[src/rtl/vga_sync_porch.sv]
// VGA sync/porch stage: turns upstream active-region flags into negative-polarity
// HSync/VSync pulses, blanks pixel data and reports upstream frame-period lock.
module vga_sync_porch #(
  parameter int TOTAL_COLS    = 800,
  parameter int TOTAL_ROWS    = 525,
  parameter int ACTIVE_COLS   = 640,
  parameter int ACTIVE_ROWS   = 480,
  parameter int H_FRONT_PORCH = 16,
  parameter int H_BACK_PORCH  = 48,
  parameter int V_FRONT_PORCH = 10,
  parameter int V_BACK_PORCH  = 33,
  parameter int VIDEO_WIDTH   = 4
) (
  input  logic                   i_Clk,
  input  logic                   i_Rst_n,
  input  logic                   i_HSync,
  input  logic                   i_VSync,
  input  logic [VIDEO_WIDTH-1:0] i_Red,
  input  logic [VIDEO_WIDTH-1:0] i_Grn,
  input  logic [VIDEO_WIDTH-1:0] i_Blu,
  output logic                   o_HSync,
  output logic                   o_VSync,
  output logic [VIDEO_WIDTH-1:0] o_Red,
  output logic [VIDEO_WIDTH-1:0] o_Grn,
  output logic [VIDEO_WIDTH-1:0] o_Blu,
  output logic                   o_Locked
);

  localparam logic [9:0] COL_LAST = 10'(TOTAL_COLS - 1);
  localparam logic [9:0] ROW_LAST = 10'(TOTAL_ROWS - 1);
  localparam logic [9:0] HS_START = 10'(ACTIVE_COLS + H_FRONT_PORCH);
  localparam logic [9:0] HS_END   = 10'(TOTAL_COLS - H_BACK_PORCH - 1);
  localparam logic [9:0] VS_START = 10'(ACTIVE_ROWS + V_FRONT_PORCH);
  localparam logic [9:0] VS_END   = 10'(TOTAL_ROWS - V_BACK_PORCH - 1);

  typedef enum logic [1:0] {
    ST_UNLOCKED = 2'd0,
    ST_ACQUIRE  = 2'd1,
    ST_LOCKED   = 2'd2
  } state_t;

  function automatic logic in_range(input logic [9:0] v, input logic [9:0] lo,
                                    input logic [9:0] hi);
    return (v >= lo) && (v <= hi);
  endfunction

  logic                   hsync_p1, vsync_p1;
  logic [VIDEO_WIDTH-1:0] red_p1, grn_p1, blu_p1;
  logic [9:0]             col_p1, row_p1;
  logic                   vsync_seen_low;
  logic                   fs, fs_expected;
  logic                   video_en, locked_nxt;
  state_t                 state, state_nxt;

  // vsync_p1 resets low, so a rising edge only counts once i_VSync has been
  // observed low; this keeps a reset released mid-active-area from faking FS.
  assign fs          = i_VSync & ~vsync_p1 & vsync_seen_low;
  assign fs_expected = (col_p1 == COL_LAST) && (row_p1 == ROW_LAST);

  // ---- stage 1: input capture and position counters ----
  always_ff @(posedge i_Clk or negedge i_Rst_n) begin
    if (!i_Rst_n) begin
      hsync_p1       <= 1'b0;
      vsync_p1       <= 1'b0;
      red_p1         <= '0;
      grn_p1         <= '0;
      blu_p1         <= '0;
      col_p1         <= '0;
      row_p1         <= '0;
      vsync_seen_low <= 1'b0;
    end else begin
      hsync_p1       <= i_HSync;
      vsync_p1       <= i_VSync;
      red_p1         <= i_Red;
      grn_p1         <= i_Grn;
      blu_p1         <= i_Blu;
      vsync_seen_low <= vsync_seen_low | ~i_VSync;
      if (fs) begin
        col_p1 <= '0;
        row_p1 <= '0;
      end else if (col_p1 == COL_LAST) begin
        col_p1 <= '0;
        row_p1 <= (row_p1 == ROW_LAST) ? 10'd0 : row_p1 + 10'd1;
      end else begin
        col_p1 <= col_p1 + 10'd1;
      end
    end
  end

  always_ff @(posedge i_Clk or negedge i_Rst_n) begin
    if (!i_Rst_n) state <= ST_UNLOCKED;
    else          state <= state_nxt;
  end

  always_comb begin
    state_nxt = state;
    if (fs) begin
      case (state)
        ST_UNLOCKED: state_nxt = ST_ACQUIRE;
        ST_ACQUIRE:  state_nxt = fs_expected ? ST_LOCKED : ST_ACQUIRE;
        ST_LOCKED:   state_nxt = fs_expected ? ST_LOCKED : ST_ACQUIRE;
        default:     state_nxt = ST_UNLOCKED;
      endcase
    end
  end

  always_comb begin
    locked_nxt = (state == ST_LOCKED);
    video_en   = hsync_p1 & vsync_p1 & (state == ST_LOCKED);
  end

  // ---- stage 2: sync pulses, blanking, lock flag ----
  always_ff @(posedge i_Clk or negedge i_Rst_n) begin
    if (!i_Rst_n) begin
      o_HSync  <= 1'b1;
      o_VSync  <= 1'b1;
      o_Red    <= '0;
      o_Grn    <= '0;
      o_Blu    <= '0;
      o_Locked <= 1'b0;
    end else begin
      o_HSync  <= ~in_range(col_p1, HS_START, HS_END);
      o_VSync  <= ~in_range(row_p1, VS_START, VS_END);
      o_Red    <= video_en ? red_p1 : '0;
      o_Grn    <= video_en ? grn_p1 : '0;
      o_Blu    <= video_en ? blu_p1 : '0;
      o_Locked <= locked_nxt;
    end
  end

endmodule

[config.mk]
export PLATFORM = sky130hd
export DESIGN_NAME = vga_sync_porch
export DESIGN_NICKNAME = d
export VERILOG_FILES = /design/src/rtl/vga_sync_porch.sv
export SDC_FILE = /design/constraint.sdc
export NUM_CORES = 1
export LEC_CHECK = 0
export ABC_CLOCK_PERIOD_IN_PS = 1800
export CAP_MARGIN = 15
export CORE_MARGIN = 8
export CORE_UTILIZATION = 40
export CTS_CLUSTER_DIAMETER = 40
export CTS_CLUSTER_SIZE = 20
export DETAILED_ROUTE_END_ITERATION = 10
export PLACE_DENSITY_LB_ADDON = 0.25
export SLEW_MARGIN = 5
export SYNTH_ARGS = -nofsm -noshare
export SYNTH_HDL_FRONTEND = slang
export SYNTH_SLANG_ARGS = --single-unit
[constraint.sdc]
create_clock -name i_Clk -period 1.8 [get_ports i_Clk]
set_input_delay 0.54 -clock i_Clk [delete_from_list [all_inputs] [get_ports i_Clk]]
set_output_delay 0.54 -clock i_Clk [all_outputs]
set_load 0.02 [all_outputs]
==> results.ini, run 1 <==
[run_status]
status = finished, final reports clean

[worst_setup_path]
crit_slowest_cell = or4_4
endpoint_kind = flip-flop
r2r-start = col_p1[1]$_DFF_PN0_
cp.arrival_ps = 2010
startpoint = col_p1[1]$_DFF_PN0_
critPathKind = reg2reg
max_stage_delay_ps = 530
crit_buf_inv = 0
critPathTopFamily = simple AND/OR/NAND/NOR gates
timing.critical_path.from_type = flip-flop
crit_required_ps = 2050
path_cells = ha_2 > nand4_4 > o31a_1 > or4_4 > a21oi_2
crit_fanout = 5

[synth]
synth-main-ff-cell = dfrtp_1
ys_seq_area_frac = 0.613
async_reset_ff_frac = 1.00
yosys_warnings = 0
yosysTopAreaCell = dfrtp_1
synth_top_area_share = 0.588
synth_seq_cells = 52
synthTopCellsByCount = dfrtp_1, and2_1, nand2_1, nor2_1, nand3_1
netlist_instances = 183
synth_edf_count = 0
synth_area_leaders = dfrtp_1, ha_1, and2_1
synth.distinct_cells = 35
syn_area_um2 = 2130
syn-num-nets = 207
avgSynthCellArea_um2 = 11.6
yosysMostFrequentCell = dfrtp_1

[sta]
tightest_slew_ps = 359
fmax_mhz = 569
rsz0062_at_grt = yes
tns_ps = 0
fin_crit_ps = 1760
finalCritPeriodShare = 0.977
relSlewSlack = 0.760
drv_slew = 0
worst_slack_ps = 42.0
clock_skew_ps = 16.2
hold_viol_final = 0
setup_violations = 0

[cells_and_area]
diodes = 0
drive_above_1_share = 0.229
area_growth_pct = 39.4
fin_area_um2 = 2960
final_util = 0.580
nets = 272

[grt]
grt_util_all_layers = 0.116
grt_max_degree = 24
grt_pass1_wl_um = 7250
grt_pass1_vias = 1593
antenna_found_initial = 0
gr-total-overflow = 0

[floorplan]
dieArea_um2 = 7910
start_util = 0.416
die_h_um = 88.9
dieWidth_um = 88.9
core_area_um2 = 5110
num_rows = 26
pin_count = 31

[detailed_routing]
wl_per_cell_um = 13.5
vias = 1542
drtIter0Drc = 36
drc = 0
firstDrtPassIters = 4
vias_per_cell = 4.83
ant_nets = 0
finalWirelength_um = 4290

[clocking]
root_buffer = clkbuf_8
cts_num_sinks = 52
path_clk_slew_ps = 100
hold_buffers = 0
cts_made_buffers = 5
clockBufferDepth = 2
cts_tree = yes
clkLatencyLatePin_ps = 310
htree_levels = 2

[pwr]
pwr-share-clk = 0.346
switching_share = 0.239
seqPwrFrac = 0.537
irDropWorstVdd_v = 0.000349
totalPowerFinal_w = 0.00235
combPwrFrac = 0.117
power_switching_w = 0.000562
powerDensity_nw_per_um2 = 792
p_int_w = 0.00179
p_leak_nw = 1.46

[placement]
dp_hpwl_um = 3040
pre_cts_ws_ps = -381
numPortBuffers = 30
gp_congestion = 0.843
placed_cell_area_um2 = 2730

[flow_run]
max_cap_violations = 0

[min_path]
min_path_type = in2async

-- metrics by stage --
step / hold slack (ps) / instances
4_1_cts: 104 / 319
2_1_floorplan: 244 / 183
6_report: 93.8 / 319
3_3_place_gp: 430 / 308
3_5_place_dp: 433 / 308
5_1_grt: 110 / 319
-- state kept, by name, summed over array words and instances, names as in the netlist --
signal          count
red_p1              4
o_VSync             1
o_HSync             1
grn_p1              4
hsync_p1            1
col_p1             10
o_Blu               4
state               2
o_Grn               4
blu_p1              4
vsync_seen_low      1
o_Red               4
o_Locked            1
vsync_p1            1
row_p1             10
-- metal layers --
layer	vias to the layer above	global-route usage	wire, um
li1	755	-	-
met3	4	0.0294	118
met5	-	0	0
met4	0	0.0338	34
met1	766	0.142	1990
met2	17	0.197	2150
-- power by group through the flow --
stage                     Clock, W  Sequential (W)  Combinational [W]
after floorplan                  0         0.00129          0.0000943
after global placement           0         0.00127           0.000266
after detailed placement         0         0.00128           0.000269
after CTS                 0.000837         0.00125           0.000275
after global routing      0.000876         0.00127           0.000311
final                     0.000813         0.00126           0.000275
-- cell families after synthesis --
| group | Yosys count | share of synthesized area |
|---|---|---|
| compound gates | 21 | 0.0624 |
| simple gates | 77 | 0.202 |
| fa+ha+maj | 8 | 0.0471 |
| xor+xnor | 8 | 0.0329 |
| flops | 52 | 0.613 |
| mux | 4 | 0.0194 |
| buf+inv | 13 | 0.0235 |
-- what timing repair did --
item | in CTS | in global routing
pin swaps | 3 | 12
gates resized for setup | 10 | 24
setup endpoints to repair | 12 | 15
endpoints found under the hold margin | 0 | 0
buffers inserted | 2 | 0
gates cloned | 1 | 0
-- final cells by class --
class	count	area [um2]
inverters	9	33.8
clock buffers	6	72.6
repair buffers	61	554
fillers	427	2140
flip-flops and latches	52	1300
clock inverters	2	38.8
multi-input cells	119	873
well taps	70	87.6
-- worst register-to-register path, delay by kind of cell, from the launching register on --
family | cells | cell delay (ps)
and+or+nand+nor | 2 | 640
AOI/OAI and AO/OA | 2 | 490
DFF | 1 | 360
adders and majority gates | 1 | 210
-- final timing paths --
check	end	slack, ps	cells after the start
worst max register to register	row_p1[8]$_DFFE_PN0P_	40	5
min in group i_Clk	o_Blu[1]$_DFF_PN0_	450	1
worst min-delay path	state[0]$_DFFE_PN0P_	90	1
worst min register to register	o_Blu[1]$_DFF_PN0_	450	1
worst max-delay path	row_p1[8]$_DFFE_PN0P_	40	5
max in group asynchronous	o_HSync$_DFF_PN1_	1170	2
-- layout by cell type (no fill, tap or decap), drive strengths merged, types with 2 or more instances in the layout --
master	instances
a21oi	6
and2	14
and3	2
buf	32
clkbuf	6
clkdlybuf4s50	13
dfrtp	50
dfstp	2
dlygate4sd2	8
dlymetal6s2s	8
ha	8
inv	10
mux2i	3
nand2	13
nand2b	2
nand3	11
nand3b	2
nor2	13
nor3	6
nor4	3
o21ai	5
o31a	2
o31ai	5
or3	2
or4	4
xnor2	6
xor2	2
Power figures use the tool's default switching activity.
==> run 2: changes to the inputs <==
--- a/config.mk
+++ b/config.mk
@@ -6,7 +6,7 @@
 export NUM_CORES = 1
 export LEC_CHECK = 0
 export ABC_CLOCK_PERIOD_IN_PS = 1800
-export CAP_MARGIN = 15
+export CAP_MARGIN = 20
 export CORE_MARGIN = 8
 export CORE_UTILIZATION = 40
 export CTS_CLUSTER_DIAMETER = 40
==> results of run 2 <==
No change in the layout: final DEF, timing and power equal those of run 1.
